`src/rtl/alu_display_pkg.sv`:
```
// Shared definitions for the ALU result -> seven-segment display path.
package alu_display_pkg;

    // Converter sequencing: wait for a request, run the shift-add-3 loop,
    // then publish the result for one cycle.
    typedef enum logic [1:0] {
        IDLE  = 2'd0,
        SHIFT = 2'd1,
        DONE  = 2'd2
    } bcd_state_e;

    // Nibble the display decodes as an unlit digit.
    localparam logic [3:0] BCD_BLANK = 4'hF;

    // Largest magnitude the four-digit display can show.
    localparam int DISP_LIMIT = 9999;

    // Bits per BCD digit.
    localparam int DIGIT_W = 4;

endpackage

```
`src/rtl/bcd_digit_adjust.sv`:
```
// Double-dabble digit correction: a digit of 5 or more gets +3 so that the
// following left shift carries correctly into the next decimal digit.
module bcd_digit_adjust
    import alu_display_pkg::*;
(
    input  logic [DIGIT_W-1:0] digit_i,
    output logic [DIGIT_W-1:0] digit_o
);

    // Add 3 when the digit would become >= 10 after doubling.
    always_comb begin
        digit_o = digit_i;
        if (digit_i >= 4'd5) begin
            digit_o = digit_i + 4'd3;
        end
    end

endmodule

```
`src/rtl/alu_bin_to_bcd.sv`:
```
// Sequential binary-to-BCD converter (double dabble) feeding the display mux.
// One bit is processed per cycle; results are held until the next conversion.
// Optional feature: define ALU_BCD_SIGNED_EN to treat in_data as two's
// complement and report the sign on 'negative'; otherwise 'negative' is 0.
module alu_bin_to_bcd
    import alu_display_pkg::*;
#(
    parameter int DATA_W     = 16,
    parameter int BCD_DIGITS = 5,
    parameter int OUT_DIGITS = 4
) (
    input  logic                          clk,
    input  logic                          rst,
    input  logic                          in_valid,
    input  logic [DATA_W-1:0]             in_data,
    output logic                          in_ready,
    output logic [DIGIT_W*OUT_DIGITS-1:0] bcd_out,
    output logic                          bcd_valid,
    output logic                          done,
    output logic                          overflow,
    output logic                          negative
);

    localparam int BCD_W    = BCD_DIGITS * DIGIT_W;
    localparam int OUT_W    = OUT_DIGITS * DIGIT_W;
    localparam int SR_W     = BCD_W + DATA_W;
    localparam int CNT_W    = $clog2(DATA_W);
    localparam logic [CNT_W-1:0] CNT_LAST = CNT_W'(DATA_W - 1);

    bcd_state_e         state_q;
    logic [CNT_W-1:0]   cnt_q;
    logic [SR_W-1:0]    sr_q;
    logic [SR_W-1:0]    sr_d;
    logic               in_ready_q;
    logic [OUT_W-1:0]   bcd_q;
    logic               valid_q;
    logic               done_q;
    logic               ovf_q;
    logic [DATA_W-1:0]  mag;
    logic [BCD_W-1:0]   adj;
    logic [BCD_W-1:0]   fin_digits;
    logic               fin_ovf;

`ifdef ALU_BCD_SIGNED_EN
    logic sign_q;
    logic neg_q;

    // Magnitude of a two's-complement input; 0x8000 maps to 32768.
    always_comb begin
        mag = in_data;
        if (in_data[DATA_W-1]) begin
            mag = ~in_data + 1'b1;
        end
    end
`else
    // Unsigned mode: the input already is the magnitude.
    always_comb begin
        mag = in_data;
    end
`endif

    // One correction unit per internal BCD digit of the shift register.
    for (genvar g = 0; g < BCD_DIGITS; g++) begin : g_adj
        bcd_digit_adjust u_adj (
            .digit_i (sr_q[DATA_W + g*DIGIT_W +: DIGIT_W]),
            .digit_o (adj[g*DIGIT_W +: DIGIT_W])
        );
    end

    // One double-dabble iteration: corrected digits, then shift left by one.
    always_comb begin
        sr_d       = {adj[BCD_W-2:0], sr_q[DATA_W-1:0], 1'b0};
        fin_digits = sr_d[SR_W-1 -: BCD_W];
        fin_ovf    = |fin_digits[BCD_W-1:OUT_W];
    end

    // Control FSM plus datapath; outputs only change on the last shift so the
    // display never sees intermediate values.
    always_ff @(posedge clk or posedge rst) begin
        if (rst) begin
            state_q    <= IDLE;
            cnt_q      <= '0;
            sr_q       <= '0;
            in_ready_q <= 1'b1;
            bcd_q      <= '0;
            valid_q    <= 1'b0;
            done_q     <= 1'b0;
            ovf_q      <= 1'b0;
`ifdef ALU_BCD_SIGNED_EN
            sign_q     <= 1'b0;
            neg_q      <= 1'b0;
`endif
        end else begin
            case (state_q)
                IDLE: begin
                    if (in_valid) begin
                        sr_q       <= {{BCD_W{1'b0}}, mag};
                        cnt_q      <= '0;
                        in_ready_q <= 1'b0;
                        state_q    <= SHIFT;
`ifdef ALU_BCD_SIGNED_EN
                        sign_q     <= in_data[DATA_W-1];
`endif
                    end
                end
                SHIFT: begin
                    sr_q  <= sr_d;
                    cnt_q <= cnt_q + 1'b1;
                    if (cnt_q == CNT_LAST) begin
                        // Publish straight from the final iteration so the
                        // new value and the done pulse appear together.
                        done_q  <= 1'b1;
                        valid_q <= 1'b1;
                        ovf_q   <= fin_ovf;
                        bcd_q   <= fin_ovf ? {OUT_DIGITS{BCD_BLANK}}
                                           : fin_digits[OUT_W-1:0];
`ifdef ALU_BCD_SIGNED_EN
                        neg_q   <= sign_q;
`endif
                        state_q <= DONE;
                    end
                end
                DONE: begin
                    done_q     <= 1'b0;
                    in_ready_q <= 1'b1;
                    state_q    <= IDLE;
                end
                default: begin
                    done_q     <= 1'b0;
                    in_ready_q <= 1'b1;
                    state_q    <= IDLE;
                end
            endcase
        end
    end

    assign in_ready  = in_ready_q;
    assign bcd_out   = bcd_q;
    assign bcd_valid = valid_q;
    assign done      = done_q;
    assign overflow  = ovf_q;
`ifdef ALU_BCD_SIGNED_EN
    assign negative  = neg_q;
`else
    assign negative  = 1'b0;
`endif

endmodule

```
`config.mk`:
```
export PLATFORM = sky130hd
export DESIGN_NAME = alu_bin_to_bcd
export DESIGN_NICKNAME = d
export VERILOG_FILES = /design/src/rtl/alu_display_pkg.sv /design/src/rtl/bcd_digit_adjust.sv /design/src/rtl/alu_bin_to_bcd.sv
export SDC_FILE = /design/constraint.sdc
export NUM_CORES = 1
export LEC_CHECK = 0
export BUFFER_PORTS_ARGS = -buffer_cell sky130_fd_sc_hd__buf_2
export CORE_AREA = 2 2 84 102
export CTS_BUF_LIST = sky130_fd_sc_hd__clkbuf_4
export CTS_CLUSTER_SIZE = 20
export DETAILED_ROUTE_END_ITERATION = 10
export DIE_AREA = 0 0 86 104
export HOLD_SLACK_MARGIN = 0.05
export PLACE_DENSITY = 0.68
export REMOVE_ABC_BUFFERS = 1
export SKIP_CTS_REPAIR_TIMING = 1
export SYNTH_ARGS = -nofsm -noshare
export SYNTH_HDL_FRONTEND = slang
export SYNTH_SLANG_ARGS = --single-unit
export TNS_END_PERCENT = 30
```
`constraint.sdc`:
```
create_clock -name clk -period 1.8 [get_ports clk]
set_input_delay 0.18 -clock clk [delete_from_list [all_inputs] [get_ports clk]]
set_output_delay 0.18 -clock clk [all_outputs]
set_load 0.1 [all_outputs]
```
[Word level (Yosys, flattened, before mapping)]
Index checks and enable logic that the tools add are counted.
Cells by class
  add/sub/neg operators: 6
  $mul: 0
  divide/modulo/power cells: 0
  $lt $le $gt $ge: 5
  equality and inequality tests: 4
  shift-type cells: 0
  multiplexer cells: 17
  bitwise logic cells: 2
  reduce and logical (&&, ||, !) cells: 8
Operator list (number)
  $pmux 36 s2: 1
  $mux 36: 1
  $ge 4x3->1 const B: 5
  $mux 4: 5
  $add 4x2->4 const B: 4
  $mux 16: 1
  $reduce_and 2->1: 5
  $pmux 4 s2: 1
  $add 4x1->4 const B: 1
  $eq 4x4->1 const B: 1
  $mux 2: 2
  $ne 2x2->1 const B: 2
  $pmux 1 s2: 2
  $pmux 2 s2: 1
  $reduce_or 4->1: 1
  $add 3x2->3 const B: 1
  $mux 3: 1
  $eq 2x1->1 const B: 1
  $logic_not 2->1: 1
  $mux 1: 2
  $not 1->1: 2
  $reduce_bool 2->1: 1
Storage, ports and cells
  register bits after elaboration: 62
  latch bits: 0
  RAM bits: 0
  ROM bits: 0
  input port bits: 19
  output and inout bits: 21
  word-level logic and storage cells: 50
  memories: 0

[Longest topological paths before layout]
Gate-level depths: netlist (run 1).
  word-level depth: 4
  mapped depth: 7

[Hierarchy]
A second synthesis (run 1) with hierarchy kept.
Second synthesis, totals
  cell total of the unflattened synthesis: 326
  area total of the unflattened synthesis: 3166.8 µm²
By module, submodules not included
  alu_bin_to_bcd: instances 1, cells each 246, area an instance 2660.1 µm², seq. area each 1552.7 µm²
  bcd_digit_adjust: instances 5, cells each 16, area an instance 101.3 µm², seq. area each 0.0 µm²

[Worst setup path before layout (run 1)]
No wires, ideal clock.
  path type: flip-flop to flip-flop
  start point: register sr_q[32]
  end point: register bcd_q[10], in the netlist bcd_out[10]
  library setup time: 0.121 ns
  arrival time: 1.773 ns
  required time: 1.679 ns
  setup slack: -0.094 ns
  cell stages (with the launch flop): 8
  buffers on the path: 1
  clock period less this slack: 1.894 ns
  cell sequence: dfrtp_1 > inv_1 > ha_1 > nand2b_2 > a2111oi_4 > o2111ai_2 > buf_6 > o22a_1
On the way
  word-level cells in the longest chain between the ends: 4
Ends and longest elaborated chain
  start, declared: RTL line alu_bin_to_bcd.sv:32  | logic [SR_W-1:0] sr_q;
  start signal, assigned: RTL line alu_bin_to_bcd.sv:97  | sr_q <= {{BCD_W{1'b0}}, mag};
  start signal, assigned: RTL line alu_bin_to_bcd.sv:107  | sr_q <= sr_d;
  $ge 4x3->1 / $add 3x2->3 (equally long branches): RTL line bcd_digit_adjust.sv:13, bcd_digit_adjust.sv:14
  $mux 3 *: RTL line bcd_digit_adjust.sv:13  | if (digit_i >= 4'd5) begin
  $reduce_or 4->1 *: RTL line alu_bin_to_bcd.sv:74  | fin_ovf = |fin_digits[BCD_W-1:OUT_W];
  $mux 16 *: RTL line alu_bin_to_bcd.sv:115  | bcd_q <= fin_ovf ? {OUT_DIGITS{BCD_BLANK}}
  end signal, assigned: RTL line alu_bin_to_bcd.sv:115
  end, declared: RTL line alu_bin_to_bcd.sv:35  | logic [OUT_W-1:0] bcd_q;
Every way passes the cells marked *; elsewhere a longest branch is shown, timed or not.
A chain may end at the register's enable or synchronous reset.

[Final worst setup path (run 1)]
  start point: register cnt_q[1]
  end point: register bcd_q[14], in the netlist bcd_out[14]
On the way
  word-level cells in the longest chain between the ends: 2
Ends and longest elaborated chain
  start, declared: RTL line alu_bin_to_bcd.sv:31  | logic [CNT_W-1:0] cnt_q;
  start signal, assigned: RTL line alu_bin_to_bcd.sv:108  | cnt_q <= cnt_q + 1'b1;
  $eq 4x4->1: RTL line alu_bin_to_bcd.sv:109  | if (cnt_q == CNT_LAST) begin
  $reduce_and 2->1 (no source line)
Every way passes these cells.

==> results.txt, run 1 <==
----------------------------------------------------
[Outcome]
  Run status ... finished, violations left
  Violations in the final reports ... negative setup slack

[Logic synthesis]
  Most repeated cell in the gate-level netlist after synthesis ... sky130_fd_sc_hd__dfrtp_1
  #FFs+latches synth ... 62
  Share of synthesized cell area in full adder, half adder and majority cells ... 4.52%
  Post-Synthesis Cells ... 299
  Proportion of synthesized area in mux cells ... 1.69%
  Count of different cell masters after synthesis ... 41
  Top cells by count, synth ... sky130_fd_sc_hd__dfrtp_1 (61), sky130_fd_sc_hd__o21ai_0 (42), sky130_fd_sc_hd__nand2_1 (30), sky130_fd_sc_hd__a21oi_1 (26), sky130_fd_sc_hd__nor3b_1 (20)
  Synth Area in Compound Gates ... 22.3%
  Synthesized area ... 3040 sq um
  Area fraction in and, or, nand and nor cells after synthesis ... 14.6%
  Post-synth top flop ... sky130_fd_sc_hd__dfrtp_1
  Largest cells by area after synthesis ... sky130_fd_sc_hd__dfrtp_1 (50%), sky130_fd_sc_hd__o21ai_0 (6.9%), sky130_fd_sc_hd__nor3b_1 (4.9%)
  Sequential element share of the synthesized area ... 51.0%
  Number of enable flip-flop cells after synthesis ... 0
  Area share of the largest cell type after synthesis ... 50.2%
  Largest area contributor in the synthesized netlist ... sky130_fd_sc_hd__dfrtp_1
  Synthesized-area fraction occupied by xor and xnor cells ... 1.44%
  Total of warnings raised by yosys ... 0
  Mean instance size in the synthesized netlist ... 10.2 sq um
  Main combinational cell family by area after synthesis ... compound AO/OA/AOI/OAI gates
  Share of async-settable or async-resettable flops after synthesis ... 100%

[Worst setup path]
  Required time at the endpoint of the critical path ... 2100 ps
  Category of the most critical setup path ... reg2reg
  Chain of cells forming the critical path ... ha_4 -> nand3_4 -> a2111oi_4 -> o2111ai_4 -> clkbuf_16 -> o22a_1
  Type of origin of the critical path ... flop
  Slowest cell on the critical path ... sky130_fd_sc_hd__dfrtp_1
  Peak fanout along the critical path ... 7
  CP Capture Type ... flop
  Crit path arrival time ... 2150 ps
  Slowest cell delay on critical path ... 430 ps

[Drt]
  DR top layer ... met4
  Total met2 wirelength after detailed routing ... 3.05 mm
  Routed wirelength normalized by instance count ... 14.5 um
  Drt total wl ... 6.49 mm
  Vias per cell ... 5.28
  Final ANT Viol Nets ... 0
  DR WL met3 ... 310 um
  Vias after detailed routing ... 2364
  Iteration count of the initial detailed-routing pass ... 4
  Met1 Routed Length ... 3.01 mm
  Final routed DRC violation total ... 0
  Initial DRC count ... 164

[Floorplan]
  Initial core utilization ... 38.2%
  Number of placement rows ... 36
  Core footprint ... 7970 sq um
  Die Height ... 104 um
  Number of top-level pins ... 40
  Die area ... 8940 sq um
  Width of the die ... 86 um

[Place]
  Placer congestion estimate ... 0.694
  Number of buffers inserted by port buffering ... 38
  Placed cell count ... 430
  Place WS ... -137 ps
  DP HPWL ... 4.17 mm

[STA]
  Slew Limit Fails ... 0
  Clock Skew ... 13.4 ps
  Maximum clock frequency ... 539 MHz
  Time the final worst path needs with I/O delays and setup ... 1850 ps
  Worst Setup Slack, final ... -54.5 ps
  Hold Vio Cnt, Final ... 0
  Final worst path period share ... 103%
  Number of endpoints failing setup at the final stage ... 10
  Unrepaired setup endpoints after global routing ... true

[Global routing]
  Total congestion overflow ... 0
  Number of global-route vias before repair ... 2329
  First-pass GRT wire length ... 11.0 mm
  Total track usage ... 15.5%
  Initial antenna violation count ... 0
  Pin count of the biggest net entering global routing ... 63

[Flow run]
  # Max-Cap Violations ... 0

[Layout]
  Inserted Diodes ... 0
  Share of post-route cells with drive strength above 1 ... 24.4%
  NumNets Final ... 378
  Number of standard cells in the final layout excluding fillers ... 448
  Final design utilization ... 46.0%
  Layout area overhead ... 20.4%
  Fill cell instance count of the final layout ... 743

[Clocking]
  Clock slew at reported path FFs ... 100 ps
  Master cell of the clock root buffer ... sky130_fd_sc_hd__clkbuf_4
  Buffer levels on the longest clock path ... 2
  Number of levels in the clock H-tree ... 3
  Clock buffers created by TritonCTS ... 9
  Source-to-sink clock delay at the later pin of the worst-skew pair ... 410 ps
  Num Clock Sinks ... 62
  Clock tree from TritonCTS ... built

[Hold path]
  Class of the worst hold path ... in2reg

----------------------------------------------------
area by class of cell:
type                       instances  area (sq um)  share of cell area [%]
multi-input combinational        207          1430                    39.0
inverter                          13          48.8                    1.33
clock buffer                      10          75.1                    2.05
timing repair buffer              55           363                    9.90
clock inverter                     6          76.3                    2.08
sequential                        62          1550                    42.4
tap                               95           119                    3.24
cell usage in the layout (no fill, tap or decap), drive strengths merged, types with 11 or more instances in the layout:
cell     n
clkbuf  11
a21oi   26
o21ai   42
nand2b  11
buf     53
dfrtp   61
nand2   30
o22a    13
ha      11
a22o    11
inv     12
nor3b   20
registers in the layout, summed over array words and instances, names as in the netlist:
signal / flops
bcd_out: 16
done: 1
bcd_valid: 1
overflow: 1
cnt_q: 4
sr_q: 36
in_ready: 1
state_q: 2
cell families after synthesis:
kind of cell    count (synthesis)
compound gates                105
xor+xnor                        5
fa+ha+maj                      11
buf+inv                        30
flops                          62
mux                             5
other cells                     1
simple gates                   80
worst max-delay path: cells and delay by family (launching register included):
kind | cells | cell delay, ps
AND/OR/NAND/NOR | 1 | 110
flip-flops | 1 | 430
AO/OA/AOI/OAI | 3 | 820
adder cells (fa/ha/maj) | 1 | 180
buffers and inverters | 1 | 220
worst paths after layout:
check,from,slack (ps),end,depth (start not counted)
hold reg to reg,bcd_valid,470,bcd_valid,1
setup / recovery,cnt_q[1],-50,bcd_out[14],6
min in group asynchronous,rst,360,sr_q[12],4
hold / removal,in_data[0],160,sr_q[0],5
setup reg to reg,cnt_q[1],-50,bcd_out[14],6
max in group asynchronous,rst,1120,in_ready,4
per-stage QoR:
step	cell area, sq um	TNS [ps]	hold WS (ps)
after floorplan	2960	-33430	450
after global placement	3410	-607	269
after detailed placement	3410	-1620	271
after CTS	3560	-1940	-180
after global routing	3660	-1600	202
final	3660	-269	161
layer usage:
| layer | up-vias | GRT usage, % |
|---|---|---|
| met5 | - | 0 |
| met4 | 0 | 6.69 |
| met3 | 12 | 3.65 |
| met2 | 50 | 23.9 |
| met1 | 1131 | 20.8 |
| li1 | 1171 | - |
Power of run 1 is not shown: default switching activity piles up to over one toggle a cycle in this logic, so the estimate is an artifact.
==> run 2: changes to the inputs <==
--- a/config.mk
+++ b/config.mk
@@ -5,6 +5,7 @@
 export SDC_FILE = /design/constraint.sdc
 export NUM_CORES = 1
 export LEC_CHECK = 0
+export ABC_AREA = 0
 export BUFFER_PORTS_ARGS = -buffer_cell sky130_fd_sc_hd__buf_2
 export CORE_AREA = 2 2 84 102
 export CTS_BUF_LIST = sky130_fd_sc_hd__clkbuf_4
@@ -12,6 +13,7 @@
 export DETAILED_ROUTE_END_ITERATION = 10
 export DIE_AREA = 0 0 86 104
 export HOLD_SLACK_MARGIN = 0.05
+export MAX_ROUTING_LAYER = met4
 export PLACE_DENSITY = 0.68
 export REMOVE_ABC_BUFFERS = 1
 export SKIP_CTS_REPAIR_TIMING = 1
==> results.txt, run 2 (synthesis results as in run 1) <==
----------------------------------------------------
[Clocking]
  Clock buffers created by TritonCTS ... 9 (unchanged)
  Master cell of the clock root buffer ... sky130_fd_sc_hd__clkbuf_4 (unchanged)
  Clock tree from TritonCTS ... built (unchanged)
  Source-to-sink clock delay at the later pin of the worst-skew pair ... 410 ps (about the same)
  Buffer levels on the longest clock path ... 2 (unchanged)
  Clock slew at reported path FFs ... 100 ps (about the same)
  Num Clock Sinks ... 62 (unchanged)
  Number of levels in the clock H-tree ... 3 (unchanged)

[Floorplan]
  Number of placement rows ... 36 (unchanged)
  Width of the die ... 86 um (unchanged)
  Initial core utilization ... 38.2% (unchanged)
  Core footprint ... 7970 sq um (unchanged)
  Number of top-level pins ... 40 (unchanged)
  Die Height ... 104 um (unchanged)
  Die area ... 8940 sq um (unchanged)

[Outcome]
  Run status ... finished, violations left (unchanged)
  Violations in the final reports ... negative setup slack (unchanged)

[Worst setup path]
  CP Capture Type ... flop (unchanged)
  Category of the most critical setup path ... reg2reg (unchanged)
  Slowest cell on the critical path ... sky130_fd_sc_hd__dfrtp_1 (unchanged)
  Startpoint of the worst setup timing path ... cnt_q[1] (unchanged)
  Cell type group with the largest total delay on the critical path ... compound AO/OA/AOI/OAI gates (unchanged)
  Chain of cells forming the critical path ... ha_4 -> nand3_4 -> a2111oi_4 -> o2111ai_4 -> clkbuf_16 -> o22a_1 (unchanged)
  Peak fanout along the critical path ... 7 (unchanged)
  Required time at the endpoint of the critical path ... 2100 ps (about the same)
  Type of origin of the critical path ... flop (unchanged)
  Crit path arrival time ... 2160 ps (was 2150 ps)
  Number of buffer and inverter instances along the worst setup path ... 1 (unchanged)
  Slowest cell delay on critical path ... 430 ps (about the same)
  Origin of the critical flop-to-flop path ... cnt_q[1] (unchanged)

[Drt]
  Drt total wl ... 6.51 mm (was 6.49 mm)
  Routed wirelength normalized by instance count ... 14.5 um (about the same)
  Iteration count of the initial detailed-routing pass ... 4 (unchanged)
  Final ANT Viol Nets ... 0 (unchanged)
  Final routed DRC violation total ... 0 (unchanged)
  Vias per cell ... 5.24 (was 5.28)
  Vias after detailed routing ... 2346 (was 2364)
  Initial DRC count ... 148 (was 164)

[Global routing]
  Total track usage ... 16.0% (was 15.5%)
  Pin count of the biggest net entering global routing ... 63 (unchanged)
  Initial antenna violation count ... 0 (unchanged)
  First-pass GRT wire length ... 11.0 mm (about the same)
  Total congestion overflow ... 0 (unchanged)
  Number of global-route vias before repair ... 2331 (was 2329)

[Place]
  Placed instance area ... 3410 sq um (unchanged)
  DP HPWL ... 4.17 mm (unchanged)
  Number of buffers inserted by port buffering ... 38 (unchanged)
  Placer congestion estimate ... 0.701 (was 0.694)

[Layout]
  Max reg flops ... 36 (unchanged)
  NumNets Final ... 378 (unchanged)
  Share of post-route cells with drive strength above 1 ... 24.4% (unchanged)
  Layout area overhead ... 20.4% (unchanged)
  Finished Cell Area ... 3660 sq um (unchanged)
  Fill cell instance count of the final layout ... 743 (unchanged)
  Inserted Diodes ... 0 (unchanged)
  Most common cell after layout, fill and taps aside ... sky130_fd_sc_hd__dfrtp_1 (unchanged)
  Commonest cells after routing, fill and taps aside ... sky130_fd_sc_hd__dfrtp_1 (61), sky130_fd_sc_hd__o21ai_0 (42), sky130_fd_sc_hd__buf_2 (38), sky130_fd_sc_hd__nand2_1 (30), sky130_fd_sc_hd__a21oi_1 (26) (unchanged)
  Register name with the most flops ... sr_q (unchanged)

[Hold path]
  Class of the worst hold path ... in2reg (unchanged)
  Hold Crit Start ... in_data[0] (unchanged)

[STA]
  Clock Skew ... 13.7 ps (was 13.4 ps)
  Unrepaired setup endpoints after global routing ... true (unchanged)
  Worst Setup Slack, final ... -65.2 ps (was -54.5 ps)
  Time the final worst path needs with I/O delays and setup ... 1870 ps (was 1850 ps)
  Maximum clock frequency ... 536 MHz (was 539 MHz)
  Final worst path period share ... 104% (was 103%)
  Slew Limit Fails ... 0 (unchanged)
  Hold Vio Cnt, Final ... 0 (unchanged)
  Number of endpoints failing setup at the final stage ... 14 (was 10)

[Flow run]
  # Max-Cap Violations ... 0 (unchanged)

----------------------------------------------------
## run 2: cell counts in the layout (fill, tap and decap cells not counted)
No cell type changed its count.
## run 2: per-layer routing
layer	global-route usage, %	part of all wire [%]
met1	20.8	47
met2	23.9	47
met3	3.65	4.7
met4	6.69	1.1
met5	-	0
## run 2: final cells by class
class	count	area, sq um	area share (%)
Tap cell	95	119	3.24
Sequential cell	62	1550	42.4
Multi-Input combinational cell	207	1430	39.0
Clock buffer	10	75.1	2.05
Inverter	13	48.8	1.33
Clock inverter	6	76.3	2.08
Timing Repair Buffer	55	363	9.90
## run 2: worst reg2reg max path, stage by stage (launching register included)
cell                        delay (ps)
sky130_fd_sc_hd__dfrtp_1           430
sky130_fd_sc_hd__ha_4              180
sky130_fd_sc_hd__nand3_4           110
sky130_fd_sc_hd__a2111oi_4         420
sky130_fd_sc_hd__o2111ai_4         220
sky130_fd_sc_hd__clkbuf_16         220
sky130_fd_sc_hd__o22a_1            180
## run 2: path summary, 6_finish.rpt
| kind | to | slack, ps | depth (start not counted) |
|---|---|---|---|
| max in group asynchronous | in_ready | 1120 | 4 |
| hold reg to reg | bcd_valid | 470 | 1 |
| setup reg to reg | bcd_out[14] | -70 | 6 |
| setup / recovery | bcd_out[14] | -70 | 6 |
| min in group asynchronous | sr_q[12] | 360 | 4 |
| hold / removal | sr_q[0] | 160 | 5 |
## run 2: through the flow
| step | TNS [ps] | utilization (%) | cells | setup WS [ps] | hold slack [ps] |
|---|---|---|---|---|---|
| 6_report | -372 | 46.0 | 448 | -65.2 | 160 |
| 5_1_grt | -1600 | 46.0 | 448 | -138 | 201 |
| 4_1_cts | -1940 | 44.7 | 446 | -163 | -180 |
| 3_5_place_dp | -1620 | 42.8 | 430 | -137 | 271 |
| 3_3_place_gp | -607 | 42.8 | 430 | -49.2 | 269 |
| 2_1_floorplan | -33430 | - | 282 | -783 | 450 |
Power of run 2 is left out for the same reason.
